<file path="config.mk">
export PLATFORM = sky130hd
export DESIGN_NAME = alu_reg_sequencer_flat
export DESIGN_NICKNAME = d
export VERILOG_FILES = /design/src/rtl/alu_reg_sequencer_if.sv /design/src/rtl/alu_reg_sequencer.sv /design/src/flat_wrapper.sv
export SDC_FILE = /design/constraint.sdc
export NUM_CORES = 1
export LEC_CHECK = 0
export CORE_MARGIN = 2
export CORE_UTILIZATION = 44
export CTS_CLUSTER_SIZE = 40
export DETAILED_ROUTE_END_ITERATION = 7
export GPL_TIMING_DRIVEN = 0
export PLACE_DENSITY = 0.85
export SYNTH_ARGS = -nofsm -noshare
export SYNTH_HDL_FRONTEND = slang
export SYNTH_SLANG_ARGS = --single-unit
</file>
<file path="constraint.sdc">
create_clock -name clk -period 3.1 [get_ports clk]
set_input_delay 0.465 -clock clk [delete_from_list [all_inputs] [get_ports clk]]
set_output_delay 0.465 -clock clk [all_outputs]
set_load 0.01 [all_outputs]
</file>
<file path="src/rtl/alu_reg_sequencer_if.sv">
`default_nettype none
// ============================================================================
// Module      : alu_reg_sequencer_if
// Description : Instruction request / result response handshake bundle for
//               the ALU register-file sequencer.
//               Request : in_valid, in_ready, in_instr[15:0]
//               Response: out_valid, out_ready, out_data[DATA_W:0]
//               modport slave  - the sequencer side
//               modport master - the instruction source / result sink
// Revision    : 1.0 - initial release
// ============================================================================
interface alu_reg_sequencer_if #(
    parameter int DATA_W = 8
);
    logic              in_valid;
    logic              in_ready;
    logic [15:0]       in_instr;
    logic              out_valid;
    logic              out_ready;
    logic [DATA_W:0]   out_data;

    modport master (
        output in_valid, in_instr, out_ready,
        input  in_ready, out_valid, out_data
    );

    modport slave (
        input  in_valid, in_instr, out_ready,
        output in_ready, out_valid, out_data
    );
endinterface
`default_nettype wire

</file>
<file path="src/rtl/alu_reg_sequencer.sv">
`default_nettype none
// ============================================================================
// Module      : alu_reg_sequencer
// Description : Control stage for the 8-bit ALU + register-file datapath.
//               Takes one instruction at a time, sequences the register-file
//               reads / ALU / write-back, and returns the 9-bit result on a
//               held valid/ready response.
//               Optional macro ALU_SEQ_ZFLAG_EN adds the zero_flag output.
// Ports       : clk, rst (sync, active-high)
//               bus          - request/response handshake (slave modport)
//               opcode, c_in - ALU control
//               alu_out      - ALU result {carry, data}
//               Read_Addr_1/2, Write_Addr, Data_in, Writr_Enable - reg file
//               carry_flag   - carry from the last ALU instruction
//               zero_flag    - (ALU_SEQ_ZFLAG_EN only) result==0 flag
// Revision    : 1.0 - initial release
// ============================================================================
module alu_reg_sequencer #(
    parameter int DATA_W = 8,
    parameter int ADDR_W = 3
) (
    input  wire logic              clk,
    input  wire logic              rst,
    alu_reg_sequencer_if.slave     bus,
    output logic [2:0]             opcode,
    output logic                   c_in,
    input  wire logic [DATA_W:0]   alu_out,
    output logic [ADDR_W-1:0]      Read_Addr_1,
    output logic [ADDR_W-1:0]      Read_Addr_2,
    output logic [ADDR_W-1:0]      Write_Addr,
    output logic [DATA_W-1:0]      Data_in,
    output logic                   Writr_Enable,
`ifdef ALU_SEQ_ZFLAG_EN
    output logic                   zero_flag,
`endif
    output logic                   carry_flag
);

    typedef enum logic [1:0] {
        S_IDLE = 2'd0,
        S_EXEC = 2'd1,
        S_WB   = 2'd2,
        S_RESP = 2'd3
    } state_t;

    state_t            r_state;
    state_t            w_next;
    logic [ADDR_W-1:0] r_dest;
    logic [DATA_W:0]   r_result;
    logic              w_accept;
    logic              w_is_ldi;

    assign w_accept = bus.in_valid && (r_state == S_IDLE);
    assign w_is_ldi = bus.in_instr[15];

    // Bit 0 of an ALU word is reserved and never decoded.
    logic w_unused_bits;
    assign w_unused_bits = bus.in_instr[0];

    assign bus.in_ready  = (r_state == S_IDLE);
    assign bus.out_valid = (r_state == S_RESP);
    assign bus.out_data  = r_result;
    // Gated by rst so a reset landing in WB kills the write in that cycle.
    assign Writr_Enable  = (r_state == S_WB) && !rst;

    always_ff @(posedge clk) begin
        if (rst) begin
            r_state <= S_IDLE;
        end else begin
            r_state <= w_next;
        end
    end

    always_comb begin
        w_next = r_state;
        case (r_state)
            S_IDLE: if (w_accept) w_next = w_is_ldi ? S_WB : S_EXEC;
            S_EXEC: w_next = S_WB;
            S_WB:   w_next = S_RESP;
            S_RESP: if (bus.out_ready) w_next = S_IDLE;
            default: w_next = S_IDLE;
        endcase
    end

    // Register-file facing outputs are loaded one edge ahead of the state
    // that uses them so they are stable for the whole active cycle, and
    // otherwise hold their last value.
    always_ff @(posedge clk) begin
        if (rst) begin
            r_dest      <= '0;
            r_result    <= '0;
            carry_flag  <= 1'b0;
            opcode      <= 3'd0;
            c_in        <= 1'b0;
            Read_Addr_1 <= '0;
            Read_Addr_2 <= '0;
            Write_Addr  <= '0;
            Data_in     <= '0;
        end else begin
            case (r_state)
                S_IDLE: begin
                    if (w_accept) begin
                        if (w_is_ldi) begin
                            Write_Addr <= bus.in_instr[14:12];
                            Data_in    <= bus.in_instr[7:0];
                            r_result   <= {1'b0, bus.in_instr[7:0]};
                        end else begin
                            r_dest      <= bus.in_instr[11:9];
                            opcode      <= bus.in_instr[14:12];
                            Read_Addr_1 <= bus.in_instr[8:6];
                            Read_Addr_2 <= bus.in_instr[5:3];
                            // carry_flag only moves at the end of EXEC, so
                            // sampling it here is the value EXEC would see.
                            c_in        <= bus.in_instr[1] ? carry_flag
                                                           : bus.in_instr[2];
                        end
                    end
                end
                S_EXEC: begin
                    r_result   <= alu_out;
                    carry_flag <= alu_out[DATA_W];
                    Write_Addr <= r_dest;
                    Data_in    <= alu_out[DATA_W-1:0];
                end
                default: ;
            endcase
        end
    end

`ifdef ALU_SEQ_ZFLAG_EN
    always_ff @(posedge clk) begin
        if (rst) begin
            zero_flag <= 1'b0;
        end else if (r_state == S_EXEC) begin
            zero_flag <= (alu_out[DATA_W-1:0] == '0);
        end
    end
`endif

endmodule
`default_nettype wire
</file>
<file path="src/flat_wrapper.sv">
// flat-port wrapper written by rule: the top's interface ports become plain ports
module alu_reg_sequencer_flat 
#(
    parameter int DATA_W = 8,
    parameter int ADDR_W = 3
)
  (clk, rst, opcode, c_in, alu_out, Read_Addr_1, Read_Addr_2, Write_Addr, Data_in, Writr_Enable, carry_flag, bus_in_valid, bus_in_instr, bus_out_ready, bus_in_ready, bus_out_valid, bus_out_data);
  alu_reg_sequencer_if #(.DATA_W(DATA_W)) bus_i ();
  input  wire logic clk;
  input  wire logic rst;
  output logic [2:0] opcode;
  output logic c_in;
  input  wire logic [DATA_W:0] alu_out;
  output logic [ADDR_W-1:0] Read_Addr_1;
  output logic [ADDR_W-1:0] Read_Addr_2;
  output logic [ADDR_W-1:0] Write_Addr;
  output logic [DATA_W-1:0] Data_in;
  output logic Writr_Enable;
  output logic carry_flag;
  input wire logic [$bits(bus_i.in_valid)-1:0] bus_in_valid;
  input wire logic [$bits(bus_i.in_instr)-1:0] bus_in_instr;
  input wire logic [$bits(bus_i.out_ready)-1:0] bus_out_ready;
  output wire logic [$bits(bus_i.in_ready)-1:0] bus_in_ready;
  output wire logic [$bits(bus_i.out_valid)-1:0] bus_out_valid;
  output wire logic [$bits(bus_i.out_data)-1:0] bus_out_data;
  assign bus_i.in_valid = bus_in_valid;
  assign bus_i.in_instr = bus_in_instr;
  assign bus_i.out_ready = bus_out_ready;
  assign bus_in_ready = bus_i.in_ready;
  assign bus_out_valid = bus_i.out_valid;
  assign bus_out_data = bus_i.out_data;
  alu_reg_sequencer #(.DATA_W(DATA_W), .ADDR_W(ADDR_W)) u_core (.clk(clk), .rst(rst), .bus(bus_i), .opcode(opcode), .c_in(c_in), .alu_out(alu_out), .Read_Addr_1(Read_Addr_1), .Read_Addr_2(Read_Addr_2), .Write_Addr(Write_Addr), .Data_in(Data_in), .Writr_Enable(Writr_Enable), .carry_flag(carry_flag));
endmodule
</file>
==> results.yml, run 1 <==
outcome:
  status: "finished clean"
floorplanning:
  start_util_pct: 45.8
  design.core.area_um2: 3000
  die-area_um2: 3590
  pin_count: 63
  rows: 20
  die_x_um: 59.9
  die_h_um: 59.9
yosys:
  postSynthCellCount: 150
  yosysWarnings: 0
  ys_types: 21
  ys_ff_latch: 28
  synth_top_family_by_area: "compound AO/OA/AOI/OAI gates"
  synth_compound_area_share_pct: 21.5
  synthSimpleGateAreaFrac_pct: 12.5
  yosysSeqAreaShare_pct: 40.7
  syn-num-nets: 184
  synth_area_um2: 1380
  avgSynthCellArea_um2: 9.18
  synth_mux_area_share_pct: 10.5
  synth_fa_ha_area_share_pct: 4.55
  synth_xor_area_share_pct: 0
setup_path:
  reg2regPathDepth: 6
  cp_num_cells: 3
  rr_startpoint: "u_core.r_state[0]"
  cpMaxStageDelayCell: "clkdlybuf4s50_1"
  crit_type: "reg2out"
  r2r_end: "u_core.bus.out_data[3]"
  worst-r2r-setup-slack_ns: 1.33
  crit_path_start_kind: "register"
  critical_path_peak_fanout: 7
  cp_slowest_stage_delay_ns: 0.59
  endpoint: "bus_in_ready"
  crit_family: "buffers and inverters"
  startpoint: "u_core.r_state[0]"
  arrival_ns: 1.74
  critPathBufInv: 2
  crit_chain: "inv_1 > ha_1 > clkdlybuf4s50_1"
  endpoint_kind: "primary output"
  crit_required_ns: 2.63
placement:
  dpl.hpwl_mm: 2.79
  place_area_um2: 2030
  post-place-ws_ns: 1.19
  gp_congestion: 0.799
  placed_cells: 244
  portBuffers: 61
routing:
  drc: 0
  post_drt_via_cell_ratio: 5.30
  ant_nets: 0
  wl_per_cell_um: 14.4
  initialDrtViolationCount: 28
  dr_total_vias: 1315
  drtPass1Iterations: 4
  routed_wl_mm: 3.58
sta:
  period_share_pct: 71.1
  report.final.hold_viol_count: 0
  slew_headroom_pct: 58.3
  finalSetupViolCount: 0
  max_freq_mhz: 454
  tns_ns: 0
  rsz0062_at_grt: "false"
  fin_skew_ns: 0.00134
  whs_ns: 0.469
  fin_crit_ns: 2.20
  drv_slew: 0
  setup_slack_ns: 0.896
  tightest_slew_ns: 0.626
clocking:
  clockBufferDepth: 2
  cts_tree: "built"
  cts_max_level: 1
  cts_resized: 0
  cts-root-buf: "clkbuf_4"
  post-cts-setup-buffer-count: 0
  clock_sinks: 28
  cts_hold_buf: 0
  clkTransAtPathRegs_ns: 0.15
  worstSkewPairLatency_ns: 0.34
  cts_buffers: 3
hold_path:
  worstHoldStart: "u_core.Read_Addr_1[0]"
  min-delay-path-class: "reg2reg"
pwr:
  power_density_nw_per_um2: 705
  total_leakage_power_nw: 0.783
  power_mw: 1.47
  peakVddDrop_v: 0.000347
final_layout:
  final_common_cell: "clkdlybuf4s50_1"
  final_nets: 250
  final_cells: 248
  final_layout_size_suffix_gt1_share_pct: 14.0
  register_area_um2: 561
  multiInputGateArea_um2: 676
  syn_to_final_growth_pct: 51.2
  nFillCells: 254
  design_area_um2: 2080
  final_cell_mix: "61 x clkdlybuf4s50_1, 28 x dfxtp_1, 27 x a21oi_1, 27 x nand2_1, 13 x mux2i_1"
  fin_util_pct: 69.3
  diodes: 0
global_route:
  grtUsageTotal_pct: 20.2
  grt_overflow: 0
  grt_max_degree: 17
  grt_pass1_wl_mm: 5.40
  grt_pass1_vias: 1259
  antenna_found_initial: 0
job:
  max-cap-violations: 0
[flip-flops by register name, indices dropped and copies added, names as in the netlist]
| register | cells |
|---|---|
| u_core.bus.out_data | 9 |
| u_core.Read_Addr_1 | 3 |
| u_core.Read_Addr_2 | 3 |
| u_core.Write_Addr | 3 |
| u_core.opcode | 3 |
| u_core.r_dest | 3 |
| u_core.r_state | 2 |
| u_core.c_in | 1 |
| u_core.carry_flag | 1 |
[area by class of cell]
class | count | area share [%]
clock inverter | 1 | 1.44
inverter | 4 | 0.722
timing repair buffer | 61 | 29.3
buffer | 19 | 6.01
clock buffer | 3 | 1.08
tap | 33 | 1.98
multi-input combinational | 99 | 32.5
sequential | 28 | 26.9
[synth_stat cells, drive strengths merged]
master / count / area, um2
a211oi: 12 / 135
a21oi: 27 / 135
a311oi: 2 / 17.5
and2: 1 / 8.76
and3b: 1 / 8.76
buf: 15 / 110
clkbuf: 4 / 15.0
dfxtp: 28 / 561
ha: 5 / 62.6
inv: 4 / 15.0
mux2: 1 / 15.0
mux2i: 13 / 130
nand2: 27 / 101
nand2b: 4 / 25.0
nand3b: 1 / 7.51
nor2: 2 / 7.51
nor2b: 2 / 12.5
o32ai: 1 / 8.76
[layer usage]
layer | wire, um | up-vias | share of wire, % | global-route usage [%]
met5 | 0 | - | 0 | 0
li1 | - | 641 | - | -
met2 | 1850 | 49 | 52 | 37.0
met3 | 206 | 9 | 5.8 | 3.68
met1 | 1440 | 616 | 40 | 21.9
met4 | 84 | 0 | 2.3 | 10.2
[logic make-up after synthesis]
logic type,count (synthesis)
AOI/OAI and AO/OA,42
and+or+nand+nor,38
DFF,28
buffers and inverters,23
muxes,14
adders and majority gates,5
[worst min path at each step]
stage / to / slack, ns / depth (start not counted)
after floorplan: u_core.r_dest[0] / 0.44 / 2
after CTS: u_core.opcode[0] / 0.47 / 2
after global routing: u_core.Read_Addr_1[0] / 0.49 / 2
after detailed placement: u_core.opcode[0] / 0.45 / 2
final: u_core.Read_Addr_1[0] / 0.47 / 2
after global placement: u_core.r_dest[2] / 0.44 / 2
[where the power goes]
part	switching (mW)	internal (mW)
clock network	0.112	0.131
registers	0.0518	0.431
logic	0.335	0.405
total	0.499	0.968
[worst min-delay path: cells and delay by family, from the launching register on]
kind / cells / cell delay [ns]
AOI/OAI and AO/OA: 1 / 0.05
and+or+nand+nor: 1 / 0.05
DFF: 1 / 0.34
Note: power is estimated with default switching activity, not from simulation.
==> run 2, diff against run 1 <==
- CORE_UTILIZATION: 44 -> 37
- PLACE_DENSITY: 0.85 -> 0.77
- clock period: 3.1 -> 1.9 ns (I/O delays scaled with it)
==> run 2 against run 1 <==
Combinational power rose by 62%. Sequential share of layout area decreased by 0.62 points. Worst hold slack lost 0.028 ns.
==> results.yml, run 2 (synthesis gave the netlist of run 1 again) <==
hold_path:
  worstHoldStart: "rst"
  hold_end: "u_core.Write_Addr[0]"
  hold_depth: 2
  min-delay-path-class: "in2reg"
sta:
  tns_ns: 0
  tightest_slew_ns: 0.651
  period_share_pct: 93.9
  setup_slack_ns: 0.116
  rsz0062_at_grt: "false"
  finalSetupViolCount: 0
  max_freq_mhz: 561
  drv_slew: 0
  fin_crit_ns: 1.78
  report.final.hold_viol_count: 0
  fin_skew_ns: 0.00871
  slew_headroom_pct: 56.6
clocking:
  cts-root-buf: "clkbuf_8"
  worstSkewPairLatency_ns: 0.28
  post-cts-setup-buffer-count: 0
  clockBufferDepth: 2
  cts_buffers: 3
  clkTransAtPathRegs_ns: 0.10
  clock_sinks: 28
  cts_tree: "built"
  cts_hold_buf: 0
  cts_max_level: 1
final_layout:
  nFillCells: 341
  final_nets: 250
  final_cell_mix: "60 x clkdlybuf4s50_1, 27 x a21oi_1, 27 x nand2_1, 27 x dfxtp_1, 13 x mux2i_1"
  final_common_cell: "clkdlybuf4s50_1"
  largest_register_ffs: 9
  diodes: 0
  final_layout_size_suffix_gt1_share_pct: 14.9
  syn_to_final_growth_pct: 55.1
setup_path:
  crit_type: "reg2out"
  r2r_end: "u_core.bus.out_data[0]"
  worst-r2r-setup-slack_ns: 0.22
  critical_path_peak_fanout: 7
  arrival_ns: 1.50
  crit_required_ns: 1.62
  reg2regPathDepth: 7
  crit_path_start_kind: "register"
  rr_startpoint: "u_core.r_state[1]"
  endpoint_kind: "primary output"
floorplanning:
  rows: 22
  start_util_pct: 38.2
  die_x_um: 65.0
  pin_count: 63
  die_h_um: 65.0
  die-area_um2: 4220
  design.core.area_um2: 3610
pwr:
  peakVddDrop_v: 0.000536
  intPower_mw: 1.66
  switchingPower_mw: 0.803
  power_density_nw_per_um2: 1150
  pwr-share-comb_pct: 48.7
  switching_share_pct: 32.6
  total_leakage_power_nw: 0.809
  seqPwrFrac_pct: 31.9
  p_clk_share_pct: 19.4
global_route:
  grtUsageTotal_pct: 17.3
  grt_pass1_wl_mm: 5.61
  grt_pass1_vias: 1201
  grt_overflow: 0
  grt_max_degree: 17
  antenna_found_initial: 0
routing:
  ant_nets: 0
  drt-met1-wl_mm: 1.55
  drtPass1Iterations: 4
  routed_wl_mm: 3.33
  post_drt_via_cell_ratio: 4.68
  top_layer_used: "met4"
  initialDrtViolationCount: 42
  wl_met2_mm: 1.57
  drc: 0
  dr_total_vias: 1230
  wl_met3_um: 158
  wl_per_cell_um: 12.7
placement:
  gp_congestion: 0.763
  dpl.hpwl_mm: 2.58
  portBuffers: 61
  post-place-ws_ns: 0.163
outcome:
  status: "finished clean"
job:
  max-cap-violations: 0
run 2: cell type report:
type	count	area (um2)	share of cell area, %
buffer	19	125	5.86
clock buffer	3	41.3	1.93
clock inverter	1	30.0	1.41
inverter	4	15.0	0.703
multi-input combinational	99	688	32.2
sequential	28	562	26.3
tap	48	60.1	2.81
timing repair buffer	61	613	28.7
run 2: per-layer routing:
layer | global-route usage, % | vias to the layer above
li1 | - | 642
met5 | 0 | -
met2 | 27.1 | 37
met4 | 7.45 | 0
met3 | 2.43 | 5
met1 | 23.6 | 546
run 2: power groups by stage:
stage / clock (mW) / combinational, mW / sequential (mW)
finish: 0.477 / 1.20 / 0.786
CTS: 0.481 / 1.19 / 0.788
floorplan: 0 / 0.664 / 0.831
global route: 0.505 / 1.31 / 0.807
global placement: 0 / 1.18 / 0.795
detailed placement: 0 / 1.19 / 0.800
run 2: what timing repair did:
action                     CTS  global route
gates resized for setup      2             2
pin swaps                    0             0
setup endpoints to repair    1             2
run 2: worst max-delay path by stage:
stage / start / cells past startpoint / end / slack, ns
after floorplan: u_core.r_state[0] / 6 / u_core.bus.out_data[1] / 0.31
after global placement: bus_in_instr[15] / 5 / u_core.Read_Addr_1[1] / 0.21
after detailed placement: bus_in_instr[15] / 5 / u_core.Read_Addr_2[1] / 0.16
after CTS: u_core.r_state[0] / 4 / Writr_Enable / 0.03
after global routing: u_core.r_state[0] / 3 / bus_in_ready / 0.05
final: u_core.r_state[0] / 3 / bus_in_ready / 0.12
run 2: worst max-delay path, stage by stage, from the launching register on:
cell and delay (ns):
dfxtp_2 0.35, inv_1 0.13, ha_4 0.20, clkdlybuf4s50_1 0.54
run 2: per-stage QoR:
stage / hold WS, ns / instances / instance area (um2) / util [%] / total power [mW]
floorplan: 0.421 / 150 / 1380 / - / 1.49
global placement: 0.443 / 259 / 2050 / 56.8 / 1.97
detailed placement: 0.448 / 259 / 2050 / 56.8 / 1.99
CTS: 0.442 / 263 / 2120 / 58.8 / 2.46
global route: 0.482 / 263 / 2130 / 59.2 / 2.63
finish: 0.441 / 263 / 2130 / 59.2 / 2.46
==> run 3, diff against run 2 <==
- CORE_UTILIZATION: 37 -> 38
- CTS_BUF_LIST: not set -> sky130_fd_sc_hd__clkbuf_4 sky130_fd_sc_hd__clkbuf_8
- PLACE_DENSITY: 0.77 -> 0.78
- TNS_END_PERCENT: not set -> 10
==> run 3 against run 2 <==
Critical path type unchanged. Critical path depth unchanged. Total power down 3.0%. Sequential share of layout area up 0.31 points. Flip-flop and latch count is the same. Combinational power barely moved. Largest cell class unchanged.
==> results.yml, run 3 (synthesis gave the netlist of run 1 again) <==
clocking:
  cts_tree: "built"
  worstSkewPairLatency_ns: 0.34
  cts-root-buf: "clkbuf_4"
  clkTransAtPathRegs_ns: 0.16
  cts_max_level: 1
  clock_sinks: 28
  cts_buffers: 3
  cts_hold_buf: 0
  clockBufferDepth: 2
final_layout:
  nFillCells: 329
  diodes: 0
  largest_register_ffs: 9
  final_layout_size_suffix_gt1_share_pct: 15.8
  register_area_um2: 562
  final_nets: 250
  final_common_cell: "clkdlybuf4s50_1"
  multiInputGateArea_um2: 688
  final_cell_mix: "60 x clkdlybuf4s50_1, 27 x a21oi_1, 27 x nand2_1, 27 x dfxtp_1, 13 x mux2i_1"
  fin_util_pct: 61.8
  syn_to_final_growth_pct: 53.3
pwr:
  power_mw: 2.39
  pwr-share-comb_pct: 50.2
  seqPwrFrac_pct: 33.0
  total_leakage_power_nw: 0.788
  p_clk_share_pct: 16.8
  peakVddDrop_v: 0.000572
  intPower_mw: 1.59
  switching_share_pct: 33.4
  switchingPower_mw: 0.797
  power_density_nw_per_um2: 1130
job:
  max-cap-violations: 0
global_route:
  grt_pass1_vias: 1154
  grt_max_degree: 17
  grt_pass1_wl_mm: 5.40
  grt_overflow: 0
  antenna_found_initial: 0
  grtUsageTotal_pct: 16.5
sta:
  fin_skew_ns: 0.00524
  whs_ns: 0.398
  tightest_slew_ns: 0.645
  period_share_pct: 95.5
  max_freq_mhz: 551
  rsz0062_at_grt: "false"
  finalSetupViolCount: 0
  slew_headroom_pct: 57.0
  tns_ns: 0
  fin_crit_ns: 1.82
  drv_slew: 0
  report.final.hold_viol_count: 0
setup_path:
  crit_type: "reg2out"
  endpoint_kind: "primary output"
  critical_path_peak_fanout: 7
  crit_required_ns: 1.62
  crit_path_start_kind: "register"
  reg2regPathDepth: 7
  arrival_ns: 1.53
placement:
  dpl.hpwl_mm: 2.42
  portBuffers: 61
  gp_congestion: 0.740
routing:
  drc: 0
  wl_met3_um: 181
  initialDrtViolationCount: 43
  post_drt_via_cell_ratio: 4.69
  dr_total_vias: 1225
  wl_per_cell_um: 12.4
  drtPass1Iterations: 4
  routed_wl_mm: 3.25
  wl_met2_mm: 1.52
  top_layer_used: "met4"
  ant_nets: 0
  drt-met1-wl_mm: 1.49
floorplanning:
  rows: 21
  start_util_pct: 40.3
  die_x_um: 64.2
  design.core.area_um2: 3420
  pin_count: 63
  die_h_um: 64.2
  die-area_um2: 4120
hold_path:
  hold_depth: 2
  min-delay-path-class: "in2reg"
outcome:
  status: "finished clean"
[run 3: changes by cell type in the layout (fill, tap and decap cells not counted)]
cell,previous run,this run
dlygate4sd2_1,0,1
inv_1,4,2
clkbuf_8,3,0
inv_2,0,2
dlymetal6s2s_1,1,0
clkbuf_4,0,3
[run 3: timing repair]
item,4_1_cts,5_1_grt
setup buffers,0,0
setup endpoints to repair,2,1
endpoints found under the hold margin,0,0
resized for setup,4,2
[run 3: area by class of cell]
type | instances | area share, %
buffer | 19 | 5.93
clock buffer | 3 | 1.07
timing repair buffer | 61 | 28.9
tap | 46 | 2.73
inverter | 4 | 0.712
multi-input combinational | 99 | 32.6
clock inverter | 1 | 1.42
sequential | 28 | 26.6
[run 3: power by group through the flow]
| stage | clock network (mW) | registers (mW) | logic [mW] |
|---|---|---|---|
| 4_1_cts | 0.404 | 0.786 | 1.21 |
| 3_5_place_dp | 0 | 0.798 | 1.19 |
| 2_1_floorplan | 0 | 0.831 | 0.664 |
| 6_report | 0.400 | 0.788 | 1.20 |
| 3_3_place_gp | 0 | 0.796 | 1.17 |
| 5_1_grt | 0.431 | 0.807 | 1.30 |
[run 3: through the flow]
step | setup WS (ns) | cell area [um2] | cells
detailed placement | 0.166 | 2040 | 257
CTS | 0.0295 | 2110 | 261
global route | 0.0246 | 2110 | 261
global placement | 0.187 | 2040 | 257
floorplan | 0.306 | 1380 | 150
finish | 0.0849 | 2110 | 261
[run 3: worst paths after layout]
path | from | endpoint | slack, ns
setup / recovery | u_core.r_state[1] | bus_in_ready | 0.08
hold / removal | rst | u_core.Write_Addr[0] | 0.40
setup reg to reg | u_core.r_state[1] | u_core.bus.out_data[4] | 0.22
hold reg to reg | u_core.r_dest[1] | u_core.r_dest[1] | 0.47
[run 3: per-layer routing]
| metal | up-vias | global-route usage, % |
|---|---|---|
| met5 | - | 0 |
| li1 | 637 | - |
| met4 | 0 | 7.18 |
| met3 | 5 | 2.46 |
| met1 | 541 | 21.0 |
| met2 | 42 | 27.5 |
[run 3: worst max-delay path: stages (launching register included)]
cell             delay (ns)
dfxtp_1                0.38
inv_2                  0.10
ha_4                   0.17
clkdlybuf4s50_1        0.54
